$ cat config.mk
export PLATFORM = sky130hd
export DESIGN_NAME = bin_sseg_scan
export DESIGN_NICKNAME = d
export VERILOG_FILES = /design/src/rtl/bin_sseg_scan.sv
export SDC_FILE = /design/constraint.sdc
export NUM_CORES = 1
export LEC_CHECK = 0
export ABC_CLOCK_PERIOD_IN_PS = 2300
export BUFFER_PORTS_ARGS = -buffer_cell sky130_fd_sc_hd__buf_2
export CAP_MARGIN = 20
export CORE_MARGIN = 2
export CORE_UTILIZATION = 35
export DETAILED_ROUTE_END_ITERATION = 10
export PLACE_DENSITY = 0.59
export SLEW_MARGIN = 20
export SYNTH_ARGS = -nofsm -noshare
export SYNTH_HDL_FRONTEND = slang
export SYNTH_SLANG_ARGS = --single-unit
$ cat constraint.sdc
create_clock -name clk -period 2.3 [get_ports clk]
set_clock_uncertainty 0.15 [all_clocks]
set_input_delay 0 -clock clk [delete_from_list [all_inputs] [get_ports clk]]
set_output_delay 0 -clock clk [all_outputs]
set_load 0.01 [all_outputs]
$ cat src/rtl/bin_sseg_scan.sv
// Binary to decimal seven-segment scanner: sequential double-dabble conversion feeding a
// time-multiplexed common-anode display. Define SSEG_LZB_EN to blank leading zero digits.
module bin_sseg_scan #(
  parameter int unsigned WIDTH    = 8,
  parameter int unsigned N_DIGITS = 4,
  parameter int unsigned CLK_DIV  = 50000
) (
  input  logic                clk,
  input  logic                rst,
  input  logic [WIDTH-1:0]    num,
  output logic [0:6]          sseg,
  output logic [N_DIGITS-1:0] an,
  output logic                led,
  output logic                busy
);

  function automatic logic [63:0] pow10(input int unsigned n);
    logic [63:0] r;
    r = 64'd1;
    for (int unsigned i = 0; i < n; i++) r = r * 64'd10;
    return r;
  endfunction

  function automatic logic [6:0] seg7(input logic [3:0] d);
    case (d)
      4'd0:    return 7'b0000001;
      4'd1:    return 7'b1001111;
      4'd2:    return 7'b0010010;
      4'd3:    return 7'b0000110;
      4'd4:    return 7'b1001100;
      4'd5:    return 7'b0100100;
      4'd6:    return 7'b0100000;
      4'd7:    return 7'b0001111;
      4'd8:    return 7'b0000000;
      4'd9:    return 7'b0000100;
      default: return 7'b1111111;
    endcase
  endfunction

  localparam int unsigned BCD_N  = (WIDTH * 302 + 999) / 1000 + 1;
  localparam int unsigned SCR_N  = (BCD_N > N_DIGITS) ? BCD_N : N_DIGITS;
  localparam int unsigned SCR_W  = 4 * SCR_N;
  localparam int unsigned DISP_W = 4 * N_DIGITS;
  localparam int unsigned CNT_W  = $clog2(WIDTH + 1);
  localparam int unsigned PRE_W  = $clog2(CLK_DIV);
  localparam int unsigned IDX_W  = (N_DIGITS > 1) ? $clog2(N_DIGITS) : 1;
  localparam logic [63:0] LIMIT  = pow10(N_DIGITS) - 64'd1;

  typedef enum logic [1:0] {S_IDLE, S_SHIFT, S_DONE} state_t;

  state_t             r_state;
  state_t             w_next;
  logic [WIDTH-1:0]   r_last;
  logic [WIDTH-1:0]   r_sr;
  logic [SCR_W-1:0]   r_bcd;
  logic [SCR_W-1:0]   w_adj;
  logic [CNT_W-1:0]   r_cnt;
  logic [DISP_W-1:0]  r_disp;
  logic               r_led;
  logic               w_start;

  logic [PRE_W-1:0]   r_pre;
  logic [IDX_W-1:0]   r_idx;
  logic               r_run;
  logic               w_tick;
  logic [31:0]        w_idx;
  logic [3:0]         w_nib;
  logic               w_blank;
  logic [6:0]         w_seg;
  logic [N_DIGITS-1:0] w_an;

  assign w_start = (r_state == S_IDLE) && (num != r_last);
  assign busy    = (r_state != S_IDLE);
  assign led     = r_led;

  // ---------------- conversion FSM ----------------
  always_ff @(posedge clk or negedge rst) begin
    if (!rst) r_state <= S_IDLE;
    else      r_state <= w_next;
  end

  always_comb begin
    w_next = r_state;
    case (r_state)
      S_IDLE:  if (w_start) w_next = S_SHIFT;
      S_SHIFT: if (r_cnt == CNT_W'(WIDTH - 1)) w_next = S_DONE;
      S_DONE:  w_next = S_IDLE;
      default: w_next = S_IDLE;
    endcase
  end

  always_comb begin
    w_adj = r_bcd;
    for (int unsigned i = 0; i < SCR_N; i++) begin
      if (r_bcd[4*i +: 4] >= 4'd5) w_adj[4*i +: 4] = r_bcd[4*i +: 4] + 4'd3;
    end
  end

  always_ff @(posedge clk or negedge rst) begin
    if (!rst) begin
      r_last <= '0;
      r_sr   <= '0;
      r_bcd  <= '0;
      r_cnt  <= '0;
      r_disp <= '0;
      r_led  <= 1'b0;
    end else begin
      case (r_state)
        S_IDLE: begin
          if (w_start) begin
            r_sr   <= num;
            r_last <= num;
            r_bcd  <= '0;
            r_cnt  <= '0;
          end
        end
        S_SHIFT: begin
          r_bcd <= {w_adj[SCR_W-2:0], r_sr[WIDTH-1]};
          r_sr  <= r_sr << 1;
          r_cnt <= r_cnt + CNT_W'(1);
        end
        S_DONE: begin
          // Display and overflow flag update together so a scan never shows a mixed value.
          r_disp <= r_bcd[DISP_W-1:0];
          r_led  <= (64'(r_last) > LIMIT);
        end
        default: ;
      endcase
    end
  end

  // ---------------- digit scan ----------------
  assign w_tick = (r_pre == PRE_W'(CLK_DIV - 1));

  // The first tick after reset only enables the outputs, so scanning starts on digit 0.
  always_ff @(posedge clk or negedge rst) begin
    if (!rst) begin
      r_pre <= '0;
      r_idx <= '0;
      r_run <= 1'b0;
    end else begin
      r_pre <= w_tick ? '0 : r_pre + PRE_W'(1);
      if (w_tick) begin
        if (!r_run)                                r_run <= 1'b1;
        else if (r_idx == IDX_W'(N_DIGITS - 1))    r_idx <= '0;
        else                                       r_idx <= r_idx + IDX_W'(1);
      end
    end
  end

  assign w_idx = 32'(r_idx);
  assign w_nib = r_disp[4*w_idx +: 4];
  assign w_an  = ~(N_DIGITS'(1) << r_idx);

`ifdef SSEG_LZB_EN
  always_comb begin
    logic w_upper_nz;
    w_upper_nz = 1'b0;
    for (int unsigned j = 0; j < N_DIGITS; j++) begin
      if (j >= w_idx && r_disp[4*j +: 4] != 4'd0) w_upper_nz = 1'b1;
    end
    w_blank = (w_idx != 32'd0) && !w_upper_nz;
  end
`else
  assign w_blank = 1'b0;
`endif

  always_comb begin
    w_seg = seg7(w_nib);
    if (r_led)        w_seg = 7'b1111110;
    else if (w_blank) w_seg = 7'b1111111;
  end

  always_ff @(posedge clk or negedge rst) begin
    if (!rst) begin
      sseg <= '1;
      an   <= '1;
    end else if (r_run) begin
      sseg <= w_seg;
      an   <= w_an;
    end
  end

endmodule

==> metrics.txt <==
net switching share of the total power 0.326; number of storage elements in the synthesis netlist 84; Sum Neg Setup Slack 0 ns; leading area contributor after synthesis sky130_fd_sc_hd__dfrtp_1; total non-filler cell area in the finished layout between 4000 and 5000 µm²; hold buffer count at cts 9; unrepaired setup endpoints after global routing no; highest ir drop seen on vdd about 0.37 mV; crit path launch type flop; Internal Pwr Total 0.00363 W; Critical Path Max Stage Delay approximately 0.66 ns; buffer count from post-CTS setup fixing 0; max-slew headroom at the worst pin 0.618; crit-path leading delay family multiplexers; CTS tree done; largest cells by area after synthesis sky130_fd_sc_hd__dfrtp_1 (43%), sky130_fd_sc_hd__dfstp_2 (6.8%), sky130_fd_sc_hd__mux2_2 (6.1%); overall global routing resource usage 0.130; clock transition at the registers of the reported paths 0.06 ns; fraction of final layout cells sized beyond drive strength 1 0.216; Total Die Area roughly 13000 µm²; HPWL after DPL roughly 5400 µm; number of nets at the end of the flow about 440; portion of the post-synthesis area used by sequential elements 0.500; Maximum Capacitance Violations 0; initial antenna violation count 0; final weighted congestion in routability-driven placement 0.805; Fillers between 1000 and 1500; register area about 2100 µm²; height of the chip 114 µm; share of the core filled with cells in the final layout 0.412; cells traversed along the worst timing path mux4_1, inv_1, ha_1, nor2b_4, o32ai_2, nor2_1; worst path buffer plus inverter count 1; clock share of power 0.258; placed cell areas ~4500 µm²; Resized cells post-CTS 0; clock latency of the later-clocked register in the worst-skew pair 0.34 ns; critical path class flop to flop; hold crit path type primary input to async pin; post-detailed-routing wire length ~7700 µm; Syn-to-layout area delta 16.0%; number of diodes 0; H-tree lvl count 3; maximum number of pins on one net before global-route repair 44; setup slack on the worst flop-to-flop path about 0.28 ns; measured slew at the worst slew-check pin 0.574 ns; period utilisation layout 0.878; leading register cell type out of synthesis sky130_fd_sc_hd__dfrtp_1; CP Data Required Time around 2.4 ns; mean instance size in the synthesized netlist around 11 µm²; clock buffers created by TritonCTS 9; post-detailed-route wirelength per cell approximately 14 µm; Post-synth EDFFs 0; final hold violations 0; Pwr Density roughly 1100 nW/µm²; Worst setup EP type flop; number of rows in the core area 40; part of the total power dissipated in sequential elements 0.410; synthesized instance count approximately 380; remaining number of nets flagged by the antenna check after routing 0; standard cell with the maximum stage delay on the critical path sky130_fd_sc_hd__mux4_1; routed via count about 2800; share of synthesized registers carrying an async set or reset 1.00; first-pass GRT wire length about 13000 µm; leakage dissipation about 2.1 nW; Net Count, Synth roughly 410; drt first pass iters 5; proportion of power drawn by combinational gates 0.332; width of the die ~110 µm; arrival time of data at the critical path endpoint about 2.1 ns; cell area after synthesis ~4200 µm²; Detailed Route Iter0 Violations ~150; vias in the first global route 2800; total number of yosys warnings 0; post-layout minimum cycle time approximately 2.0 ns; number of design rule violations left after detail routing 0; worst-case clock buffer depth 2; status finished clean; Worst Path Max Fanout 6; top cell type's share of synthesized area 0.432; Yosys cell types 49; maximum operating frequency ~500 MHz; root cell of the clock tree sky130_fd_sc_hd__clkbuf_16; area of combinational cells with multiple inputs ~1900 µm²; number of buffer cells added on primary ports 21; total congestion overflow after global routing 0; I/O pins 23; final slew viol count 0; per-cell via count in the routed design roughly 5.0; Setup-failing EPs final 0; starting utilization of the core area 0.355; switching power summed over all nets ~0.0018 W; clk sink count 84; Core Footprint between 10000 and 15000 µm²
-- layer usage --
metal  up-vias  global-route usage  wire length (µm)
li1       1405                   -                 -
met1      1351               0.169              3690
met2        32               0.208              3620
met3        11              0.0250               214
met4         0              0.0683               171
met5         -                   0                 0
-- state kept, by name, summed over array words and instances, names as in the netlist --
register  flops
r_bcd        16
r_disp       16
r_pre        16
r_last        8
r_sr          8
sseg          7
an            4
r_cnt         4
r_idx         2
r_state       2
r_run         1
-- logic make-up after synthesis --
| group | Yosys count | share of synthesized area |
|---|---|---|
| other cells | 1 | 0.000887 |
| fa+ha+maj | 20 | 0.0592 |
| mux | 34 | 0.101 |
| compound gates | 62 | 0.100 |
| xor+xnor | 26 | 0.0539 |
| buf+inv | 39 | 0.0402 |
| simple gates | 112 | 0.144 |
| flops | 84 | 0.500 |
-- synth_stat cells, drive strengths merged (3+ instances only) --
| cell type | n |
|---|---|
| nand2b | 8 |
| nor3 | 10 |
| nand4 | 6 |
| dfstp | 11 |
| inv | 22 |
| mux4 | 4 |
| and4 | 4 |
| ha | 20 |
| a21oi | 7 |
| nor2b | 4 |
| o22ai | 9 |
| nor2 | 19 |
| o21ai | 20 |
| mux2 | 23 |
| a221o | 7 |
| mux2i | 7 |
| a211oi | 3 |
| xor2 | 10 |
| and2 | 9 |
| a21o | 3 |
| nand2 | 33 |
| nor4b | 5 |
| dfrtp | 73 |
| xnor2 | 16 |
| buf | 8 |
| nand3 | 8 |
| a31oi | 4 |
| clkbuf | 9 |
-- power by group through the flow --
stage	sequential (W)	clock [W]	combinational (W)
4_1_cts	0.00221	0.00144	0.00182
3_5_place_dp	0.00224	0	0.00180
3_3_place_gp	0.00222	0	0.00174
5_1_grt	0.00227	0.00150	0.00204
2_1_floorplan	0.00214	0	0.00145
6_report	0.00221	0.00139	0.00179
-- per-stage QoR --
step / worst slack, ns / std cells / total power (W) / hold slack (ns)
after global routing: 0.137 / 564 / 0.00581 / 0.0891
after floorplan: 0.269 / 378 / 0.00359 / -0.446
after global placement: 0.341 / 539 / 0.00396 / -0.122
after CTS: 0.268 / 564 / 0.00547 / 0.0689
after detailed placement: 0.278 / 539 / 0.00404 / -0.120
final: 0.281 / 564 / 0.00539 / 0.0418
-- final cells by class --
type,instances,area share
repair buffers,40,0.0582
flip-flops and latches,84,0.432
clock buffers,15,0.0587
clock inverters,1,0.00102
well taps,147,0.0375
multi-input cells,255,0.396
inverters,22,0.0168
-- cells in the final DEF (no fill, tap or decap), types with 5 or more instances in the layout --
master                          synthesis  layout
sky130_fd_sc_hd__nand2_1               33      33
sky130_fd_sc_hd__nand3_1                8       8
sky130_fd_sc_hd__clkbuf_16              0       9
sky130_fd_sc_hd__nor2_1                19      19
sky130_fd_sc_hd__nor4b_1                5       5
sky130_fd_sc_hd__xor2_1                10      10
sky130_fd_sc_hd__a221o_1                7       7
sky130_fd_sc_hd__o21ai_0               19      19
sky130_fd_sc_hd__dlygate4sd3_1          0       9
sky130_fd_sc_hd__o22ai_1                9       9
sky130_fd_sc_hd__xnor2_1               16      16
sky130_fd_sc_hd__a21oi_1                7       7
sky130_fd_sc_hd__dfstp_2               11      11
sky130_fd_sc_hd__mux2i_1                7       7
sky130_fd_sc_hd__mux2_2                23      23
sky130_fd_sc_hd__inv_1                 22      22
sky130_fd_sc_hd__nor3_1                 9       9
sky130_fd_sc_hd__nand2b_1               7       7
sky130_fd_sc_hd__dfrtp_1               73      73
sky130_fd_sc_hd__ha_1                  20      20
sky130_fd_sc_hd__buf_2                  4      20
sky130_fd_sc_hd__buf_4                  1      10
sky130_fd_sc_hd__nand4_1                6       6
sky130_fd_sc_hd__and2_1                 9       9
-- path summary, 6_finish.rpt --
check	to	startpoint	cells past startpoint
setup / recovery	sseg[3]	r_idx[0]	6
hold / removal	r_disp[7]	rst	2
setup reg to reg	sseg[3]	r_idx[0]	6
hold reg to reg	an[3]	an[3]	2
max in group asynchronous	r_bcd[2]	rst	3
min in group clk	an[3]	an[3]	2
Power figures use the tool's default switching activity.
